### config.mk
export PLATFORM = sky130hd
export DESIGN_NAME = scf_trace_queue
export DESIGN_NICKNAME = d
export VERILOG_FILES = /design/src/rtl/scf_pkg.sv /design/src/rtl/scf_kind_decode.sv /design/src/rtl/scf_trace_queue.sv
export SDC_FILE = /design/constraint.sdc
export NUM_CORES = 1
export LEC_CHECK = 0
export ABC_CLOCK_PERIOD_IN_PS = 12400
export BUFFER_PORTS_ARGS = -buffer_cell sky130_fd_sc_hd__buf_2
export CAP_MARGIN = 20
export CORE_MARGIN = 8
export CORE_UTILIZATION = 35
export DETAILED_ROUTE_END_ITERATION = 10
export HOLD_SLACK_MARGIN = 0.02
export RECOVER_POWER = 100
export SLEW_MARGIN = 15
export SYNTH_ARGS = -nofsm -noshare
export SYNTH_HDL_FRONTEND = slang
export SYNTH_SLANG_ARGS = --single-unit
### constraint.sdc
create_clock -name clk -period 12.4 [get_ports clk]
set_clock_uncertainty 0.15 [all_clocks]
set_input_delay 0.62 -clock clk [delete_from_list [all_inputs] [get_ports clk]]
set_output_delay 0.62 -clock clk [all_outputs]
set_load 0.01 [all_outputs]
### src/rtl/scf_pkg.sv
// Shared types and ISA constants for the SCF trace path: kind tags,
// MIPS opcode/funct values and word field positions.
package scf_pkg;

  typedef enum logic [2:0] {
    KIND_OTHER  = 3'd0,
    KIND_BRANCH = 3'd1,
    KIND_JUMP   = 3'd2,
    KIND_JREG   = 3'd3,
    KIND_REGIMM = 3'd4
  } kind_e;

  localparam logic [5:0] OP_SPECIAL = 6'd0;
  localparam logic [5:0] OP_REGIMM  = 6'd1;
  localparam logic [5:0] OP_J       = 6'd2;
  localparam logic [5:0] OP_JAL     = 6'd3;
  localparam logic [5:0] OP_BEQ     = 6'd4;
  localparam logic [5:0] OP_BNE     = 6'd5;
  localparam logic [5:0] OP_BLEZ    = 6'd6;
  localparam logic [5:0] OP_BGTZ    = 6'd7;

  localparam logic [5:0] FN_JR      = 6'd8;
  localparam logic [5:0] FN_JALR    = 6'd9;

  // REGIMM rt values that are control flow: BLTZ, BGEZ, BLTZAL, BGEZAL.
  localparam logic [4:0] RT_BLTZ    = 5'd0;
  localparam logic [4:0] RT_BGEZ    = 5'd1;
  localparam logic [4:0] RT_BLTZAL  = 5'd16;
  localparam logic [4:0] RT_BGEZAL  = 5'd17;

  localparam int PC_LSB = 32;
  localparam int OP_LSB = 26;

endpackage

### src/rtl/scf_kind_decode.sv
// Pure combinational classifier: 32-bit MIPS instruction -> control-flow kind.
module scf_kind_decode
  import scf_pkg::*;
(
  input  logic [31:0] i_instr,
  output kind_e       o_kind
);

  logic [5:0] w_op;
  logic [5:0] w_funct;
  logic [4:0] w_rt;

  assign w_op    = i_instr[OP_LSB +: 6];
  assign w_funct = i_instr[5:0];
  assign w_rt    = i_instr[20:16];

  // NOTE: o_kind gets a default before any branch so no path leaves it
  // unassigned; otherwise synthesis infers a latch.
  always_comb begin
    o_kind = KIND_OTHER;
    if (w_op inside {OP_BEQ, OP_BNE, OP_BLEZ, OP_BGTZ}) begin
      o_kind = KIND_BRANCH;
    end else if (w_op inside {OP_J, OP_JAL}) begin
      o_kind = KIND_JUMP;
    end else if (w_op == OP_SPECIAL && (w_funct inside {FN_JR, FN_JALR})) begin
      o_kind = KIND_JREG;
    end else if (w_op == OP_REGIMM &&
                 (w_rt inside {RT_BLTZ, RT_BGEZ, RT_BLTZAL, RT_BGEZAL})) begin
      o_kind = KIND_REGIMM;
    end
  end

endmodule

### src/rtl/scf_trace_queue.sv
// Show-ahead trace FIFO behind the SCF filter: drops zero words, tags kinds,
// drops and counts words that arrive while full (the filter cannot stall).
module scf_trace_queue
  import scf_pkg::*;
#(
  parameter int DEPTH = 8,
  parameter int CNT_W = 16
) (
  input  logic                     clk,
  input  logic                     rst,
  input  logic                     in_valid,
  input  logic [63:0]              in_word,
  output logic                     out_valid,
  input  logic                     out_ready,
  output logic [63:0]              out_word,
  output logic [2:0]               out_kind,
  output logic [$clog2(DEPTH):0]   level,
  output logic [CNT_W-1:0]         drop_cnt,
  output logic [CNT_W-1:0]         accept_cnt
);

  localparam int PTR_W = $clog2(DEPTH);
  localparam int LVL_W = PTR_W + 1;
  localparam logic [PTR_W-1:0] PTR_ONE = PTR_W'(1);
  localparam logic [LVL_W-1:0] LVL_ONE = LVL_W'(1);
  localparam logic [LVL_W-1:0] LVL_FULL = LVL_W'(DEPTH);

  logic [63:0]      r_mem_word [DEPTH];
  kind_e            r_mem_kind [DEPTH];
  logic [PTR_W-1:0] r_wr_ptr;
  logic [PTR_W-1:0] r_rd_ptr;
  logic [LVL_W-1:0] r_level;
  logic [CNT_W-1:0] r_drop_cnt;
  logic [CNT_W-1:0] r_accept_cnt;

  kind_e w_in_kind;
  logic  w_push_req;
  logic  w_empty;
  logic  w_full;
  logic  w_pop;
  logic  w_push;
  logic  w_drop;

  scf_kind_decode u_kind_decode (
    .i_instr (in_word[31:0]),
    .o_kind  (w_in_kind)
  );

  assign w_push_req = in_valid && (in_word != '0);
  assign w_empty    = (r_level == '0);
  assign w_full     = (r_level == LVL_FULL);
  assign w_pop      = !w_empty && out_ready;
  // A pop in the same cycle frees the slot, so a full FIFO still accepts.
  assign w_push     = w_push_req && (!w_full || w_pop);
  assign w_drop     = w_push_req && w_full && !w_pop;

  // NOTE: all state below uses non-blocking assignments so every register
  // samples pre-edge values, independent of statement order.
  always_ff @(posedge clk or posedge rst) begin
    if (rst) begin
      r_wr_ptr     <= '0;
      r_rd_ptr     <= '0;
      r_level      <= '0;
      r_drop_cnt   <= '0;
      r_accept_cnt <= '0;
    end else begin
      if (w_push) begin
        r_wr_ptr <= r_wr_ptr + PTR_ONE;
      end
      if (w_pop) begin
        r_rd_ptr <= r_rd_ptr + PTR_ONE;
      end
      case ({w_push, w_pop})
        2'b10:   r_level <= r_level + LVL_ONE;
        2'b01:   r_level <= r_level - LVL_ONE;
        default: r_level <= r_level;
      endcase
      if (w_drop && r_drop_cnt != '1) begin
        r_drop_cnt <= r_drop_cnt + CNT_W'(1);
      end
      if (w_push && r_accept_cnt != '1) begin
        r_accept_cnt <= r_accept_cnt + CNT_W'(1);
      end
    end
  end

  // NOTE: the storage array has no reset; level gates every read, so stale
  // entries are never visible and the array can map to plain RAM/flops.
  always_ff @(posedge clk) begin
    if (w_push) begin
      r_mem_word[r_wr_ptr] <= in_word;
      r_mem_kind[r_wr_ptr] <= w_in_kind;
    end
  end

  assign out_valid  = !w_empty;
  assign out_word   = w_empty ? 64'd0 : r_mem_word[r_rd_ptr];
  assign out_kind   = w_empty ? 3'd0  : r_mem_kind[r_rd_ptr];
  assign level      = r_level;
  assign drop_cnt   = r_drop_cnt;
  assign accept_cnt = r_accept_cnt;

endmodule

==> results.toml <==
[run_status]
outcome = "finished, violations left"
violations = "max-capacitance violations, max-slew violations"

[clocking]
root_buffer = "clkbuf_16"
h-tree-depth = 2
cts_made_buffers = 57
cts_tree = "built"
clkTransAtPathRegs_ns = 0.06
insertion_delay_ns = 0.62
cts_resized = 0
postCtsHoldBufs = 1
clockBufferDepth = 3
cts.sinks = 578
cts_setup_buffers = 0

[critical_path]
worst-r2r-cell-count = 6
critical_path_arrival_ns = 7.63
r2r_slack_ns = 5.80
path_cells = "clkbuf_1 > nor4_1 > nand4_1 > nor3_2 > a21boi_0 > nand2_1 > nor3_1 > clkbuf_1 > clkbuf_1"
cp-start-kind = "input pin"
cp_slowest_cell = "clkbuf_1"
worstSetupStartpoint = "in_word[27]"
crit_path_end_kind = "flip-flop"
path_max_fanout = 40
r2r-start = "level[0]$_DFFE_PP0P_"
crit_end = "r_mem_word[6][38]$_DFFE_PP_"
crit_top_cell = "clkbuf_1"
required_ns = 12.40
worstSetupPathType = "input pin to flip-flop"
max_stage_delay_ns = 2.28
rr_endpoint = "r_mem_word[6][38]$_DFFE_PP_"

[route]
viasPerCell = 5.06
wl_per_cell_um = 24.0
ant_nets = 0
drtIter0Drc = 765
drc_errors = 0
drt-pass1-iter-count = 5
wirelength_mm = 52.6
vias = 11100

[logic_synthesis]
synth_ff_type = "edfxtp_1"
synth_nets = 1157
synthCells = 1082
synth_cell_types = 40
synth_warnings = 0
seq_area_frac_synth_pct = 75.9
postSynthAreaPerCell_um2 = 20.9
ys_seq_elements = 578
ys_async_sr_fraction_pct = 7.27
synth_edf_count = 536
syn-cell-area_mm2 = 0.0226

[layout]
final_nets = 1360
fin_util_pct = 40.7
synthToLayoutAreaGrowth_pct = 15.5
stdcell_area_mm2 = 0.0261
finalNonFillerCells = 2190
drive_gt1_share_pct = 17.7

[power]
finalPower_mw = 6.16
ir_drop_mv = 0.129
p_leak_nw = 8.43
p_per_area_mw_per_mm2 = 236

[timing]
setup_ws_ns = 4.77
fmax_mhz = 131
hold_ws_ns = 0.186
slew_headroom_pct = -193
worst_slew_pin_slew_ns = 4.39
rsz0062_at_grt = "no"
hold_violations = 0
tns_ns = 0
timing.final.crit_share_pct = 61.5
fin_crit_ns = 7.63
slew_viol_final = 738
finalSetupViolations = 0

[floorplanning]
dieWidth_um = 270
row_count = 93
start_util_pct = 35.2
fp.dieH_um = 270
coreArea_mm2 = 0.0641
io_pins = 172
dieArea_mm2 = 0.0729

[placement]
pre_cts_ws_ns = 7.67
dp_hpwl_mm = 30.5
place_congestion = 0.701
port_buffers = 171
dp.cells = 2079
place_area_mm2 = 0.0245

[global_routing]
grt_antenna_before_repair = 8
grt.total_usage_pct = 14.3
overflow = 0
grt_max_degree = 107
grt_pass1_wl_mm = 79.2
first_global_vias = 12100

[worst_hold_path]
hold_class = "input pin to flip-flop"

[flow_run]
cap_violations = 20
cells in the mapped netlist, types with 2 or more instances:
| cell type | number | area share (%) |
|---|---|---|
| nand4_1 | 13 | 0.36 |
| buf_1 | 6 | 0.10 |
| inv_1 | 7 | 0.12 |
| nand2_1 | 13 | 0.22 |
| nor4b_1 | 2 | 0.078 |
| xnor2_1 | 34 | 1.3 |
| a31oi_1 | 3 | 0.083 |
| nor4_1 | 17 | 0.47 |
| ha_1 | 6 | 0.33 |
| and2_1 | 2 | 0.055 |
| buf_2 | 19 | 0.42 |
| nor2_1 | 75 | 1.2 |
| mux2_2 | 5 | 0.25 |
| a21o_1 | 2 | 0.066 |
| nand3b_1 | 2 | 0.066 |
| and3_1 | 17 | 0.47 |
| nor3b_1 | 2 | 0.066 |
| dfrtp_1 | 42 | 4.7 |
| clkbuf_1 | 26 | 0.43 |
| mux2i_1 | 69 | 3.1 |
| and4_1 | 2 | 0.078 |
| nand3_1 | 24 | 0.53 |
| nand2_2 | 2 | 0.055 |
| mux4_2 | 134 | 13 |
| nor3_1 | 6 | 0.13 |
| nor2b_1 | 3 | 0.083 |
| edfxtp_1 | 536 | 71 |
final cells by class:
cell class	instances	area (µm²)
fillers	5728	38000
diodes	4	10.0
repair buffers	195	758
clock buffers	71	1480
multi-input cells	445	5180
inverters	8	30.0
flip-flops and latches	578	17200
well taps	855	1070
clock inverters	34	395
kinds of logic (layout without fill, tap and decap cells):
logic type	after synthesis	count (layout)	synth area share [%]
mux	209	209	16.7
other cells	0	4	0
flops	578	578	75.9
xor+xnor	34	34	1.32
compound gates	12	12	0.465
buf+inv	59	308	1.09
simple gates	183	183	4.08
fa+ha+maj	7	7	0.421
metal layers:
| metal | vias up | GRT usage (%) | wire length [µm] |
|---|---|---|---|
| li1 | 4857 | - | - |
| met1 | 5898 | 17.8 | 21800 |
| met2 | 243 | 24.4 | 26600 |
| met3 | 73 | 3.99 | 3140 |
| met4 | 10 | 3.44 | 1030 |
| met5 | - | 0 | 62 |
sequential cells by signal, summed over array words and instances, names as in the netlist:
name	count
accept_cnt	16
drop_cnt	16
r_mem_kind	24
r_wr_ptr	3
r_mem_word	512
r_rd_ptr	3
level	4
worst min path at each step:
stage | start | end | slack, ns | depth (start not counted)
finish | out_ready | r_rd_ptr[2]$_DFFE_PP0P_ | 0.19 | 3
CTS | in_word[48] | r_mem_word[5][48]$_DFFE_PP_ | 0.07 | 1
global placement | accept_cnt[4]$_DFFE_PP0P_ | accept_cnt[4]$_DFFE_PP0P_ | 0.32 | 1
detailed placement | accept_cnt[11]$_DFFE_PP0P_ | accept_cnt[11]$_DFFE_PP0P_ | 0.33 | 1
floorplan | accept_cnt[4]$_DFFE_PP0P_ | accept_cnt[4]$_DFFE_PP0P_ | 0.37 | 1
global route | out_ready | r_rd_ptr[2]$_DFFE_PP0P_ | 0.17 | 3
worst max-delay path, delay by kind of cell:
family,cells,cell delay [ns]
and+or+nand+nor,5,2.20
buffers and inverters,3,3.86
AOI/OAI and AO/OA,1,0.91
cells in the final DEF, fill, tap and decap left out, types with 24 or more instances in the layout:
cell       instances
mux4_2           134
nand3_1           24
xnor2_1           34
clkbuf_16         57
dfrtp_1           39
mux2i_1           69
nor2_1            75
edfxtp_1         536
clkbuf_1         198
report_power, final:
group	switching, mW	leakage [nW]	internal (mW)
logic	1.00	2.10	0.790
registers	0.173	5.43	2.46
clock network	0.735	0.897	0.996
Note: power is estimated with default switching activity, not from simulation.
